===== src/rtl/wb_bus_controller.sv =====
// Two-master Wishbone-style bus controller: arbitrates M0/M1, decodes to LED/SEG/VGA/RAM,
// sequences one strobed transfer at a time and returns a one-cycle ACK/ERR to the owner.
module wb_bus_controller #(
  parameter logic [31:0] LED_ADDR = 32'hFFFF0000,
  parameter logic [31:0] SEG_ADDR = 32'hEEEE0000,
  parameter logic [15:0] VGA_BASE = 16'hAAAA,
  parameter logic [7:0]  TIMEOUT  = 8'd16
) (
  input  logic         CLK_I,
  input  logic         RST_I,
  input  logic         M0_CYC_I,
  input  logic         M0_STB_I,
  input  logic         M0_WE_I,
  input  logic [31:0]  M0_ADR_I,
  input  logic [31:0]  M0_DAT_I,
  output logic [31:0]  M0_DAT_O,
  output logic         M0_ACK_O,
  output logic         M0_ERR_O,
  input  logic         M1_CYC_I,
  input  logic         M1_STB_I,
  input  logic         M1_WE_I,
  input  logic [31:0]  M1_ADR_I,
  input  logic [31:0]  M1_DAT_I,
  output logic [31:0]  M1_DAT_O,
  output logic         M1_ACK_O,
  output logic         M1_ERR_O,
  output logic [31:0]  S_ADR_O,
  output logic [31:0]  S_DAT_O,
  output logic         S_WE_O,
  output logic [3:0]   S_STB_O,
  input  logic [127:0] S_DAT_I,
  input  logic [3:0]   S_ACK_I,
  output logic         BUSY_O
);

  // state    | meaning
  // ST_IDLE  | waiting for a request, arbitrates and latches the transfer
  // ST_BUS   | slave strobe asserted, waiting for ACK, timeout or abort
  // ST_RESP  | one-cycle ACK/ERR to the granted master
  typedef enum logic [1:0] {ST_IDLE, ST_BUS, ST_RESP} state_t;

  state_t      state_q, state_d;
  logic [7:0]  cnt_q, cnt_d;
  logic        last_grant_q, last_grant_d;
  logic        grant_q, grant_d;
  logic [31:0] adr_q, adr_d;
  logic [31:0] wdat_q, wdat_d;
  logic        we_q, we_d;
  logic [3:0]  stb_q, stb_d;
  logic [31:0] m0_dat_q, m0_dat_d, m1_dat_q, m1_dat_d;
  logic        m0_ack_q, m0_ack_d, m0_err_q, m0_err_d;
  logic        m1_ack_q, m1_ack_d, m1_err_q, m1_err_d;
  logic        busy_q, busy_d;

  logic        req0, req1, owner_cyc, slave_ack;
  logic        resp_fire, resp_ok;
  logic [31:0] slave_rdata, resp_dat;

  assign req0 = M0_CYC_I & M0_STB_I;
  assign req1 = M1_CYC_I & M1_STB_I;
  assign owner_cyc = grant_q ? M1_CYC_I : M0_CYC_I;
  // stb_q equals the latched one-hot select for the whole BUS state
  assign slave_ack = |(stb_q & S_ACK_I);

  function automatic logic [3:0] decode(input logic [31:0] adr);
    if (adr == LED_ADDR)            return 4'b0001;
    else if (adr == SEG_ADDR)       return 4'b0010;
    else if (adr[31:16] == VGA_BASE) return 4'b0100;
    else                            return 4'b1000;
  endfunction

  always_comb begin
    slave_rdata = '0;
    for (int n = 0; n < 4; n++) begin
      if (stb_q[n]) slave_rdata = slave_rdata | S_DAT_I[32*n +: 32];
    end
  end

  always_comb begin
    state_d      = state_q;
    cnt_d        = cnt_q;
    last_grant_d = last_grant_q;
    grant_d      = grant_q;
    adr_d        = adr_q;
    wdat_d       = wdat_q;
    we_d         = we_q;
    stb_d        = stb_q;
    resp_fire    = 1'b0;
    resp_ok      = 1'b0;
    resp_dat     = '0;

    case (state_q)
      ST_IDLE: begin
        cnt_d = '0;
        if (req0 | req1) begin
          grant_d      = (req0 & req1) ? ~last_grant_q : req1;
          last_grant_d = grant_d;
          adr_d        = grant_d ? M1_ADR_I : M0_ADR_I;
          wdat_d       = grant_d ? M1_DAT_I : M0_DAT_I;
          we_d         = grant_d ? M1_WE_I : M0_WE_I;
          stb_d        = decode(adr_d);
          state_d      = ST_BUS;
        end
      end
      ST_BUS: begin
        cnt_d = cnt_q + 8'd1;
        // abort outranks a same-cycle ACK and the timeout
        if (!owner_cyc) begin
          stb_d   = '0;
          cnt_d   = '0;
          state_d = ST_IDLE;
        end else if (slave_ack) begin
          stb_d     = '0;
          resp_fire = 1'b1;
          resp_ok   = 1'b1;
          resp_dat  = we_q ? 32'h0 : slave_rdata;
          state_d   = ST_RESP;
        end else if (cnt_d == TIMEOUT) begin
          stb_d     = '0;
          resp_fire = 1'b1;
          state_d   = ST_RESP;
        end
      end
      ST_RESP: begin
        cnt_d   = '0;
        state_d = ST_IDLE;
      end
      default: begin
        stb_d   = '0;
        cnt_d   = '0;
        state_d = ST_IDLE;
      end
    endcase
  end

  always_comb begin
    m0_dat_d = m0_dat_q;
    m1_dat_d = m1_dat_q;
    m0_ack_d = 1'b0;
    m0_err_d = 1'b0;
    m1_ack_d = 1'b0;
    m1_err_d = 1'b0;
    if (resp_fire) begin
      if (grant_q) begin
        m1_dat_d = resp_dat;
        m1_ack_d = resp_ok;
        m1_err_d = ~resp_ok;
      end else begin
        m0_dat_d = resp_dat;
        m0_ack_d = resp_ok;
        m0_err_d = ~resp_ok;
      end
    end
    busy_d = (state_d != ST_IDLE);
  end

  always_ff @(posedge CLK_I) begin
    if (RST_I) begin
      state_q      <= ST_IDLE;
      cnt_q        <= '0;
      last_grant_q <= 1'b1;
      grant_q      <= 1'b0;
      adr_q        <= '0;
      wdat_q       <= '0;
      we_q         <= 1'b0;
      stb_q        <= '0;
      m0_dat_q     <= '0;
      m1_dat_q     <= '0;
      m0_ack_q     <= 1'b0;
      m0_err_q     <= 1'b0;
      m1_ack_q     <= 1'b0;
      m1_err_q     <= 1'b0;
      busy_q       <= 1'b0;
    end else begin
      state_q      <= state_d;
      cnt_q        <= cnt_d;
      last_grant_q <= last_grant_d;
      grant_q      <= grant_d;
      adr_q        <= adr_d;
      wdat_q       <= wdat_d;
      we_q         <= we_d;
      stb_q        <= stb_d;
      m0_dat_q     <= m0_dat_d;
      m1_dat_q     <= m1_dat_d;
      m0_ack_q     <= m0_ack_d;
      m0_err_q     <= m0_err_d;
      m1_ack_q     <= m1_ack_d;
      m1_err_q     <= m1_err_d;
      busy_q       <= busy_d;
    end
  end

  assign S_ADR_O  = adr_q;
  assign S_DAT_O  = wdat_q;
  assign S_WE_O   = we_q;
  assign S_STB_O  = stb_q;
  assign M0_DAT_O = m0_dat_q;
  assign M0_ACK_O = m0_ack_q;
  assign M0_ERR_O = m0_err_q;
  assign M1_DAT_O = m1_dat_q;
  assign M1_ACK_O = m1_ack_q;
  assign M1_ERR_O = m1_err_q;
  assign BUSY_O   = busy_q;

endmodule


===== config.mk =====
export PLATFORM = sky130hd
export DESIGN_NAME = wb_bus_controller
export DESIGN_NICKNAME = d
export VERILOG_FILES = /design/src/rtl/wb_bus_controller.sv
export SDC_FILE = /design/constraint.sdc
export NUM_CORES = 1
export LEC_CHECK = 0
export BUFFER_PORTS_ARGS = -buffer_cell sky130_fd_sc_hd__buf_2
export CAP_MARGIN = 5
export CORE_AREA = 2 2 159 161
export DETAILED_ROUTE_END_ITERATION = 10
export DIE_AREA = 0 0 161 163
export HOLD_SLACK_MARGIN = 0.1
export PLACE_DENSITY = 0.69
export SETUP_SLACK_MARGIN = 0.1
export SYNTH_ARGS = -nofsm -noshare
export SYNTH_HDL_FRONTEND = slang
export SYNTH_SLANG_ARGS = --single-unit
export TNS_END_PERCENT = 20

===== constraint.sdc =====
create_clock -name CLK_I -period 4.2 [get_ports CLK_I]
set_clock_uncertainty 0.05 [all_clocks]
set_input_delay 0.63 -clock CLK_I [delete_from_list [all_inputs] [get_ports CLK_I]]
set_output_delay 0.63 -clock CLK_I [all_outputs]
set_load 0.02 [all_outputs]

Word-level counts from Yosys, hierarchy flattened
Cells that the tools add are included.
{"block": "classes", "add_sub_neg": 1, "eq_ne": 8, "mux": 33, "bitwise": 15, "n_reduce_logical": 10}
{"cell": "$mux W32", "n": 10}
{"cell": "$or A32 B32 Y32", "n": 3}
{"cell": "$eq A32 B32 Y1 const B", "n": 2}
{"cell": "$mux W4", "n": 7}
{"cell": "$eq A16 B16 Y1 const B", "n": 1}
{"cell": "$pmux W4 S3", "n": 1}
{"cell": "$mux W1", "n": 10}
{"cell": "$reduce_or A3 Y1", "n": 3}
{"cell": "$add A8 B1 Y8 const B", "n": 1}
{"cell": "$eq A8 B5 Y1 const B", "n": 1}
{"cell": "$mux W2", "n": 4}
{"cell": "$not A1 Y1", "n": 7}
{"cell": "$reduce_and A2 Y1", "n": 3}
{"cell": "$and A4 B4 Y4", "n": 1}
{"cell": "$ne A4 B4 Y1 const B", "n": 1}
{"cell": "$pmux W2 S2", "n": 1}
{"cell": "$reduce_or A4 Y1", "n": 1}
{"cell": "$and A1 B1 Y1", "n": 3}
{"cell": "$reduce_and A3 Y1", "n": 1}
{"cell": "$eq A2 B1 Y1 const B", "n": 1}
{"cell": "$eq A2 B2 Y1 const B", "n": 1}
{"cell": "$logic_not A2 Y1", "n": 1}
{"cell": "$ne A2 B2 Y1 const B", "n": 1}
{"cell": "$reduce_bool A2 Y1", "n": 1}
{"cell": "$or A1 B1 Y1", "n": 1}
{"block": "word_totals", "ff_bits": 150, "inputBits": 268, "out_inout_bits": 138, "wordCells": 82}

Depth between registers and ports, before layout
{"block": "logic_depth", "word_depth": 11, "ltp_mapped": 8}

Worst setup path before layout
No wires, ideal clock.
{"block": "synth_path", "path_kind": "in2reg", "from": "input M1_ADR_I[2]", "to": "register stb_q[1] (netlist: S_STB_O[1])", "arrival_ns": 1.953, "slack_ns": 2.110, "cell_stages": 5, "path_buffers": 0, "cell_sequence": "or4_1 -> nor4_1 -> a32o_1 -> or3b_1 -> o31ai_1"}
{"block": "synth_via", "elab_chain_cells": 6}
{"element": "start: declaration", "line_no": "22", "source": "input logic [31:0] M1_ADR_I,"}
{"element": "$mux W32 (*)", "line_no": "98", "source": "adr_d = grant_d ? M1_ADR_I : M0_ADR_I;"}
{"element": "$eq A32 B32 Y1", "line_no": "67", "source": "else if (adr == SEG_ADDR) return 4'b0010;"}
{"element": "$mux W4", "line_no": "67"}
{"element": "$mux W4 (*)", "line_no": "66", "source": "if (adr == LED_ADDR) return 4'b0001;"}
{"element": "$mux W4 (*)", "line_no": "95", "source": "if (req0 | req1) begin"}
{"element": "$pmux W4 S3 (*)", "line_no": "92", "source": "case (state_q)"}
{"element": "end signal: assignment", "line_no": "182", "source": "stb_q <= stb_d;"}
{"element": "end: declaration", "line_no": "49", "source": "logic [3:0] stb_q, stb_d;"}
Mark *: on every way between the ends. The rest lies on a longest branch, timed or not. The select of a mux whose other input is x is not followed.
A chain may end at the register's enable or synchronous reset.

Worst setup path in the final report
{"block": "layout_path", "from": "register cnt_q[0]", "to": "register m0_dat_q[17] (netlist: M0_DAT_O[17])"}
{"block": "layout_via", "elab_chain_cells": 7}
{"element": "start: declaration", "line_no": "43", "source": "logic [7:0] cnt_q, cnt_d;"}
{"element": "start signal: assignment", "line_no": "176", "source": "cnt_q <= cnt_d;"}
{"element": "$add A8 B1 Y8", "line_no": "106", "source": "cnt_d = cnt_q + 8'd1;"}
{"element": "$eq A8 B5 Y1", "line_no": "118", "source": "end else if (cnt_d == TIMEOUT) begin"}
{"element": "$mux W1", "line_no": "118"}
{"element": "$mux W1", "line_no": "112", "source": "end else if (slave_ack) begin"}
{"element": "$mux W1", "line_no": "108", "source": "if (!owner_cyc) begin"}
{"element": "$mux W1", "line_no": "92"}
{"element": "$reduce_and A2 Y1 (no line)"}
{"element": "end signal: assignment", "line_no": "183", "source": "m0_dat_q <= m0_dat_d;"}
{"element": "end: declaration", "line_no": "50", "source": "logic [31:0] m0_dat_q, m0_dat_d, m1_dat_q, m1_dat_d;"}
Every way passes these cells.

==> metrics.csv <==
metric,value,unit
status,completed,
CP startpoint,cnt_q[0],
worst path buffer plus inverter count,1,
maximum clock insertion buffer count,2,
RePlAce Congestion,0.798,
fmax,398,MHz
"top cells by count, synth","dfxtp_1, mux2i_1, nor2_1",
Pwr Density,373,nW/um^2
vias in the first global route,6906,
number of synthesized register bits,150,
clock latency on the worst-skew pair,0.41,ns
first-pass GRT wire length,38000,um
Total Nets Final,1417,
post-synthesis sequential area ratio,41.3,%
Syn Inst Count,779,
Num Clock Sinks,150,
critical path's slowest cell,or3_2,
ys flop type,dfxtp_1,
critical path's top delay family,simple AND/OR/NAND/NOR gates,
CTS Buf Count,17,
worst reg-to-reg setup slack,1.69,ns
router iterations before antenna repair,5,
fin crit share,59.8,%
post-CTS setup buffer count,0,
# H-tree levels,4,
Slew HR,57.6,%
largest net degree at the start of global routing,134,
CTS tree,built,
number of antenna violations at the first check in global routing,1,
Detailed Route WL,26000,um
Max stage delay on crit path,0.76,ns
reg2reg start,cnt_q[0],
Starting Density,29.5,%
die width,161,um
post-synth top area cell,dfxtp_1,
GRT Total Usage,18.8,%
routed via count,7137,
Crit. End Element,register,
crit-path max FO,18,
Setup crit start kind,register,
DRC,0,
Synth Warn #,0,
root buffer cell,clkbuf_16,
worst min-delay path class,reg -> reg,
Core Area,24700,um^2
Synth-to-Final Area Change,38.6,%
worst reg2reg path endpoint,M0_DAT_O[17],
P_leak,5.24,nW
post_cts resized,0,
number of flops mapped to enable cells by yosys,0,
setup TNS,0,ns
"Hold Violations, Final",0,
Die Y,163,um
"CTS clk-pin slew, worst paths",0.06,ns
CP endpoint,M0_DAT_O[17],
ys async rst share,0,%
"Avg Cell Area, Syn",9.33,um^2
most frequent cell after synthesis,dfxtp_1,
Slew Limit Fails,0,
"top cells by area, synth","dfxtp_1, mux2i_1, a211oi_1, a22oi_1, nand2b_1",
Routed Antenna Nets,0,
worst-path cell chain,ha_1 > nand2_1 > nor4_4 > a21boi_2 > or3_2 > buf_4 > mux2i_1,
Setup Crit Path Kind,reg -> reg,
grt total ovfl,0,
syn nets,1048,
MaxCap Viol Count,0,
Rows,58,
total power,3.76,mW
Ports,406,
final setup fails,0,
WL/cell,17.4,um
"Distinct cells, synth",55,
Die ar.,26200,um^2
hold_buf cts,0,
via/cell ratio,4.78,
Levels on crit path,7,
layout cells sized above 1,39.4,%
cell area after synthesis,7270,um^2
IO Port Bufs,405,
Peak VDD IR,0.221,mV
setup repair after global routing missed its margin,no,
Tmin final,2.51,ns
Yosys top cell area share,41.3,%
1st-iter DRT viols,401,
Tightest Pin Transition,0.636,ns
FF-to-FF path depth,7,
"Arr. time, crit path",2.75,ns
Required @ worst endpoint,4.43,ns
DPL Wire Length,20000,um
-- cell type report --
cell class,count,area (um^2)
fillers,2481,14600
inverters,4,15.0
clock buffers,18,429
diodes,1,2.50
repair buffers,416,2140
multi-input cells,559,3880
well taps,330,413
flip-flops and latches,150,3000
clock inverters,14,188
-- cells by family after synthesis --
group	count (synthesis)	synth area share [%]
xor gates and xnor gates	6	0.723
and+or+nand+nor	268	18.4
DFF	150	41.3
muxes	129	17.8
buffers and inverters	70	5.48
adders and majority gates	1	0.172
AOI/OAI and AO/OA	155	16.1
-- placed cells by master, fill, tap and decap left out, types with 4 or more instances in the layout --
cell	netlist	routed
buf_2	11	404
dfxtp_1	150	150
nand2b_1	65	65
a211oi_1	65	65
inv_1	4	4
a21oi_1	6	6
nor3_1	5	4
nor4_1	8	8
clkbuf_16	0	17
nand4_1	5	5
nor2_1	86	86
nand3_1	5	5
buf_4	5	10
inv_6	0	5
mux2i_1	128	128
xor2_1	4	4
or4_1	7	7
a22oi_1	62	62
nand2_1	67	67
-- power breakdown --
group	internal (mW)	total, mW	switching [mW]
sequential	1.49	1.53	0.0362
combinational	0.250	0.595	0.345
clock	0.956	1.63	0.678
-- worst min path at each step --
| stage | to | startpoint | cells after the start |
|---|---|---|---|
| floorplan | last_grant_q | last_grant_q | 1 |
| global placement | last_grant_q | last_grant_q | 1 |
| detailed placement | last_grant_q | last_grant_q | 1 |
| CTS | last_grant_q | last_grant_q | 1 |
| global route | last_grant_q | last_grant_q | 1 |
| finish | last_grant_q | last_grant_q | 1 |
-- per-layer routing --
layer	GRT usage [%]	vias up	wire, um
li1	-	3558	-
met1	22.1	3256	10800
met2	33.8	301	13000
met3	4.46	22	1760
met4	5.64	0	411
met5	0	-	0
-- through the flow --
stage	utilization, %	cell area [um^2]	hold slack (ns)	worst slack [ns]	std cells
CTS	40.8	10100	0.409	1.66	1491
global route	40.8	10100	0.431	1.53	1492
detailed placement	38.3	9450	0.396	1.44	1459
floorplan	-	7270	0.377	2.11	779
finish	40.8	10100	0.404	1.69	1492
global placement	38.3	9450	0.392	1.52	1459
-- state kept, by name (all words and copies together) (netlist names) --
name and count:
M0_DAT_O 32, M1_DAT_O 32, S_ADR_O 32, S_DAT_O 32, cnt_q 8, S_STB_O 4, state_q 2, BUSY_O 1
M0_ACK_O 1, M0_ERR_O 1, M1_ACK_O 1, M1_ERR_O 1, S_WE_O 1, grant_q 1, last_grant_q 1
No activity file was read; power rests on OpenSTA's default activity.
